[src/rtl/tof_pll_cfg_ctrl.sv]
// tof_pll_cfg_ctrl: programs the TOF clock PLL over SCLK/SDIN/LOAD and supervises lock; define TOF_PLL_AUTO_RELOCK_EN to reprogram automatically on lock loss
module tof_pll_cfg_ctrl #(
  parameter int unsigned SCLK_DIV     = 4,
  parameter int unsigned PWR_WAIT     = 1000,
  parameter int unsigned LOCK_TIMEOUT = 100000,
  parameter int unsigned LOCK_FILTER  = 16,
  parameter int unsigned MAX_RETRY    = 3,
  parameter logic [23:0] INIT_0       = 24'h34002D,
  parameter logic [23:0] INIT_1       = 24'h0481A4,
  parameter logic [23:0] INIT_2       = 24'h002C0A
) (
  input  logic        clk_i,
  input  logic        rst_i,
  output logic        pll_sclk_o,
  output logic        pll_sdin_o,
  output logic        pll_load_o,
  input  logic        pll_lock_i,
  input  logic        wr_req_i,
  input  logic [23:0] wr_data_i,
  output logic        wr_ack_o,
  output logic        busy_o,
  output logic        ready_o,
  output logic        fail_o,
  output logic        lock_lost_o,
  output logic [1:0]  retry_cnt_o
);
  typedef enum logic [2:0] {PWR, SHIFT, LOAD, GAP, LOCKW, READY, FAIL} state_t;
  state_t state_q, state_d;
  logic [31:0] cnt_q, cnt_d, filt_q, filt_d;
  logic [23:0] sr_q, sr_d;
  logic [4:0] bit_q, bit_d;
  logic [1:0] idx_q, idx_d, retry_q, retry_d, sync_q, sync_d;
  logic rt_q, rt_d;
  logic sclk_q, sclk_d, sdin_q, sdin_d, load_q, load_d, ack_q, ack_d;
  logic busy_q, busy_d, ready_q, ready_d, fail_q, fail_d, lost_q, lost_d;
  logic lock_s, idle, relock, accept;

  assign lock_s = sync_q[1];
  assign idle   = state_q == READY || state_q == FAIL;
`ifdef TOF_PLL_AUTO_RELOCK_EN
  assign relock = state_q == READY && !lock_s;
`else
  assign relock = 1'b0;
`endif
  assign accept = idle && wr_req_i && !relock;

  assign pll_sclk_o  = sclk_q;
  assign pll_sdin_o  = sdin_q;
  assign pll_load_o  = load_q;
  assign wr_ack_o    = ack_q;
  assign busy_o      = busy_q;
  assign ready_o     = ready_q;
  assign fail_o      = fail_q;
  assign lock_lost_o = lost_q;
  assign retry_cnt_o = retry_q;

  // state, datapath and registered outputs; reset returns to the power-up wait
  always_ff @(posedge clk_i) begin
    if (rst_i) begin
      state_q <= PWR;
      cnt_q   <= '0;
      filt_q  <= '0;
      sr_q    <= '0;
      bit_q   <= '0;
      idx_q   <= '0;
      retry_q <= '0;
      sync_q  <= '0;
      rt_q    <= 1'b0;
      sclk_q  <= 1'b0;
      sdin_q  <= 1'b0;
      load_q  <= 1'b0;
      ack_q   <= 1'b0;
      busy_q  <= 1'b1;
      ready_q <= 1'b0;
      fail_q  <= 1'b0;
      lost_q  <= 1'b0;
    end else begin
      state_q <= state_d;
      cnt_q   <= cnt_d;
      filt_q  <= filt_d;
      sr_q    <= sr_d;
      bit_q   <= bit_d;
      idx_q   <= idx_d;
      retry_q <= retry_d;
      sync_q  <= sync_d;
      rt_q    <= rt_d;
      sclk_q  <= sclk_d;
      sdin_q  <= sdin_d;
      load_q  <= load_d;
      ack_q   <= ack_d;
      busy_q  <= busy_d;
      ready_q <= ready_d;
      fail_q  <= fail_d;
      lost_q  <= lost_d;
    end
  end

  // sequencing: bit and word timing, lock qualification, retries and write arbitration
  always_comb begin
    state_d = state_q;
    cnt_d   = cnt_q + 32'd1;
    filt_d  = '0;
    sr_d    = sr_q;
    bit_d   = bit_q;
    idx_d   = idx_q;
    retry_d = retry_q;
    rt_d    = rt_q;
    sync_d  = {sync_q[0], pll_lock_i};
    case (state_q)
      PWR: if (cnt_q == PWR_WAIT - 1) begin
        state_d = SHIFT;
        cnt_d   = '0;
        sr_d    = INIT_0;
        idx_d   = '0;
        bit_d   = '0;
      end
      SHIFT: if (cnt_q == 2 * SCLK_DIV - 1) begin
        cnt_d = '0;
        sr_d  = {sr_q[22:0], 1'b0};
        bit_d = bit_q + 5'd1;
        if (bit_q == 5'd23) state_d = LOAD;
      end
      LOAD: if (cnt_q == 2 * SCLK_DIV - 1) begin
        cnt_d   = '0;
        state_d = GAP;
      end
      GAP: if (cnt_q == SCLK_DIV - 1) begin
        cnt_d = '0;
        bit_d = '0;
        if (!rt_q && idx_q != 2'd2) begin
          state_d = SHIFT;
          idx_d   = idx_q + 2'd1;
          sr_d    = idx_q == 2'd0 ? INIT_1 : INIT_2;
        end else state_d = LOCKW;
      end
      LOCKW: begin
        filt_d = lock_s ? filt_q + 32'd1 : '0;
        if (filt_d == LOCK_FILTER) begin
          state_d = READY;
          retry_d = '0;
          rt_d    = 1'b0;
        end else if (cnt_d == LOCK_TIMEOUT) begin
          cnt_d = '0;
          if (!rt_q && {30'd0, retry_q} < MAX_RETRY) begin
            state_d = SHIFT;
            retry_d = retry_q + 2'd1;
            idx_d   = '0;
            sr_d    = INIT_0;
          end else begin
            state_d = FAIL;
            rt_d    = 1'b0;
          end
        end
      end
      default: begin
        cnt_d = '0;
        if (relock) begin
          state_d = SHIFT;
          retry_d = '0;
          idx_d   = '0;
          sr_d    = INIT_0;
          bit_d   = '0;
          rt_d    = 1'b0;
        end else if (accept) begin
          state_d = SHIFT;
          retry_d = '0;
          sr_d    = wr_data_i;
          bit_d   = '0;
          rt_d    = 1'b1;
        end
      end
    endcase
  end

  // pin and status values decoded from the upcoming state so every output is a flop
  always_comb begin
    sclk_d  = state_d == SHIFT && cnt_d >= SCLK_DIV;
    sdin_d  = state_d == SHIFT && sr_d[23];
    load_d  = state_d == LOAD && cnt_d >= SCLK_DIV;
    ack_d   = accept;
    busy_d  = state_d != READY && state_d != FAIL;
    ready_d = state_d == READY && (state_q != READY || (ready_q && lock_s));
    fail_d  = state_d == FAIL;
    lost_d  = lost_q || (state_q == READY && !lock_s);
  end
endmodule

[config.mk]
export PLATFORM = sky130hd
export DESIGN_NAME = tof_pll_cfg_ctrl
export DESIGN_NICKNAME = d
export VERILOG_FILES = /design/src/rtl/tof_pll_cfg_ctrl.sv
export SDC_FILE = /design/constraint.sdc
export NUM_CORES = 1
export LEC_CHECK = 0
export ABC_AREA = 1
export BUFFER_PORTS_ARGS = -buffer_cell sky130_fd_sc_hd__buf_2
export CORE_MARGIN = 8
export CORE_UTILIZATION = 55
export CTS_BUF_LIST = sky130_fd_sc_hd__clkbuf_8 sky130_fd_sc_hd__clkbuf_16
export CTS_CLUSTER_SIZE = 8
export DETAILED_ROUTE_END_ITERATION = 10
export PLACE_DENSITY = 0.73
export SYNTH_ARGS = -nofsm -noshare
export SYNTH_HDL_FRONTEND = slang
export SYNTH_SLANG_ARGS = --single-unit
export TNS_END_PERCENT = 100
[constraint.sdc]
create_clock -name clk_i -period 3.5 [get_ports clk_i]
set_input_delay 0.175 -clock clk_i [delete_from_list [all_inputs] [get_ports clk_i]]
set_output_delay 0.175 -clock clk_i [all_outputs]
set_load 0.01 [all_outputs]
==> impl_metrics.yaml <==
grt:
  grt_usage: 0.221
  global_route.overflow_total: 0
  via_count_of_the_first_global_routing_pass: 6469
  grt_pass1_wl_mm: 29.6
  antenna_found_initial: 0
  grt_start_max_net_pins: 33
finish:
  final.fill_count: 1292
  multiInputGateArea_mm2: 0.00402
  final_cell_mix: "sky130_fd_sc_hd__nand2_1 (332), sky130_fd_sc_hd__nor2_1 (198), sky130_fd_sc_hd__inv_1 (146), sky130_fd_sc_hd__dfxtp_1 (111), sky130_fd_sc_hd__nand3_1 (99)"
  final_net_count: 1194
  layout.area.seq_mm2: 0.00222
  mostFrequentLayoutCell: "sky130_fd_sc_hd__nand2_1"
  antenna_cells: 0
  final_core_util: 0.601
  final_layout_size_suffix_gt1_frac: 0.108
  layout-area-overhead-vs-synth_pct: 8.05
drt:
  top_layer: "met4"
  drt_pass1_iterations: 6
  met1Wirelength_mm: 8.08
  final_antenna_net_count: 0
  overall_via_count_from_detail_route: 7014
  drt_iter0_drc: 496
  remaining_drc_errors: 0
  routed_via_density: 5.25
  met3_wirelength_um: 859
  postRouteWirelength_mm: 17.6
  detailroute.wirelength.met2_mm: 8.45
  routed_len_inst_um: 13.2
sta:
  timing.setup.tns_ns: 0
  max_freq_ghz: 0.338
  final.min_clock_period_ns: 2.96
  fin_ws_ns: 0.545
  grt_setup_unrepaired: "false"
  worst_pin_slew_ns: 0.756
  final_hold_viol_count: 0
  skew_ns: 0.00718
  slew_violations: 0
  max-slew-margin-rel: 0.491
  timing.hold.ws_ns: 0.0248
  fin_crit_sh: 0.844
  finalSetupViolations: 0
floorplanning:
  die_h_um: 129
  initial_utilization: 0.557
  count_of_standard_cell_rows: 41
  top_level_ports: 38
  fp.dieArea_mm2: 0.0165
  die_w_um: 129
  placeableCoreArea_mm2: 0.0125
worst_setup_path:
  worst-path-max-fanout: 23
  reg2reg_setup_slack_ns: 0.54
  worst-setup-path-type: "reg -> reg"
  crit_top_cell: "sky130_fd_sc_hd__nand2_1"
  cp-start-kind: "flop"
  worst_ep_required_time_ns: 3.73
  regToRegStartpoint: "cnt_q[0]"
  cp_cell_sequence: "ha_1, nand2_2, nor2_4, nand2_2, nor2_2, nand2_1, nand2_1, nand2_1, nor2_1, nand2_1, nor2_1, nand3_1, nand2_1, and3_1, inv_8, a21oi_2, nor2_1"
  critical_path.max_stage_delay_ns: 0.40
  cp_num_buf_inv: 1
  critical_path_arrival_ns: 3.19
  cell_family_contributing_the_most_delay_on_the_critical_path: "simple AND/OR/NAND/NOR gates"
  timing.critical_path.slowest_stage_cell: "sky130_fd_sc_hd__and3_1"
  worst_setup_path_startpoint: "cnt_q[0]"
  cp-end-kind: "flop"
power_and_ir_drop:
  vdd_ir_drop_max_v: 0.000349
  seq_power_share: 0.544
  share_clk_of_total_power: 0.430
  power-per-cell-area_mw_per_mm2: 310
  net-switching-power_uw: 553
  cellLeakagePower_nw: 3.19
  post_layout_power_mw: 2.33
  combPwrFrac: 0.026
  power.internal_mw: 1.78
  power.switching_fraction: 0.237
clock_network:
  htree_levels: 3
  post_cts.repair.setup_buffers: 0
  cts.sinks: 111
  cts_root_buffer: "sky130_fd_sc_hd__clkbuf_16"
  worst_skew_pair.late_latency_ns: 0.36
  post_cts_hold_buffer_count: 0
  tritoncts: "built"
  clkTransAtPathRegs_ns: 0.07
  cts-root-to-sink-buffers: 2
  cts_resized: 0
  cts_buffers: 9
placed_design:
  preCtsSetupSlack_ns: 0.580
  port-buffer-count: 37
  dp_hpwl_mm: 13.5
  gp_congestion: 0.956
synthesis:
  netlist.area_leader.share: 0.319
  synth.net_count: 1164
  yosysSeqAreaShare: 0.319
  synth.top_cells.by_area: "sky130_fd_sc_hd__dfxtp_1 (32%), sky130_fd_sc_hd__nand2_1 (18%), sky130_fd_sc_hd__nor2_1 (11%)"
  instance_count_of_the_mapped_netlist: 1130
  synthDistinctLibCells: 49
  yosys_warnings: 0
  synth_area_mm2: 0.00697
  avgSynthCellArea_um2: 6.17
  yosys_register_bits: 111
  synth.largest_area_cell: "sky130_fd_sc_hd__dfxtp_1"
job:
  timing.max_cap.violations: 0
run_status:
  outcome: "finished clean"
worst_hold_path:
  min_from: "pll_lock_i"
  worst_hold_path_type: "in -> reg"
==> final timing paths <==
| path | endpoint | cells after the start |
|---|---|---|
| min reg2reg | sync_q[1] | 2 |
| max | sr_q[7] | 17 |
| max reg2reg | sr_q[7] | 17 |
| min | sync_q[0] | 3 |
==> per-stage QoR <==
step	std cells	cell area (µm²)
floorplan	1130	6970
finish	1337	7530
detailed placement	1321	7250
global route	1337	7530
global placement	1321	7250
CTS	1337	7530
==> power groups by stage <==
stage,registers [mW],logic [mW],clock network (mW)
after floorplan,1.30,0.0393,0
final,1.27,0.0616,1.00
after global routing,1.27,0.0699,1.07
after detailed placement,1.30,0.0616,0
after CTS,1.27,0.0619,1.02
after global placement,1.30,0.0612,0
==> sequential cells by signal, indices dropped and copies added (netlist names) <==
register	flops
fail_o	1
state_q	3
wr_ack_o	1
pll_sclk_o	1
rt_q	1
cnt_q	32
pll_load_o	1
pll_sdin_o	1
bit_q	5
retry_cnt_o	2
lock_lost_o	1
ready_o	1
idx_q	2
sync_q	2
sr_q	24
busy_o	1
filt_q	32
==> cells in the mapped netlist (all sizes together) <==
cell type	number
nor4	6
nand2	351
buf	11
xor2	1
o21ai	35
a221oi	4
nand3	104
a21oi	34
nand4	25
clkbuf	12
dfxtp	111
nor4b	1
a32o	1
and2	1
o22ai	1
inv	148
mux2i	1
nand3b	3
nor2	225
nor3b	2
o211a	2
a21boi	1
o21bai	5
o211ai	2
nor3	27
a31oi	6
o31ai	1
and3	2
and3b	1
ha	6
==> metal layers <==
layer,up-vias,global-route usage
met1,3154,0.277
met4,0,0.0539
li1,3658,-
met2,179,0.379
met3,23,0.0434
met5,-,0
==> final cells by class <==
cell class                 count  share of cell area
clock buffer                   9              0.0299
sequential                   111               0.295
multi-input combinational    848               0.535
timing repair buffer          42              0.0296
clock inverter                 7             0.00731
tap                          172              0.0286
inverter                     148              0.0748
==> tightest hold or removal path, delay by kind of cell <==
kind	cells	cell delay, ns
buffers and inverters	2	0.11
AND/OR/NAND/NOR	1	0.07
==> logic make-up after synthesis <==
kind of cell	synth area share
AO/OA/AOI/OAI	0.0787
XOR/XNOR	0.00126
adder cells (fa/ha/maj)	0.0108
buffers and inverters	0.103
flip-flops	0.319
multiplexers	0.00144
AND/OR/NAND/NOR	0.485
No activity file was read; power rests on OpenSTA's default activity.
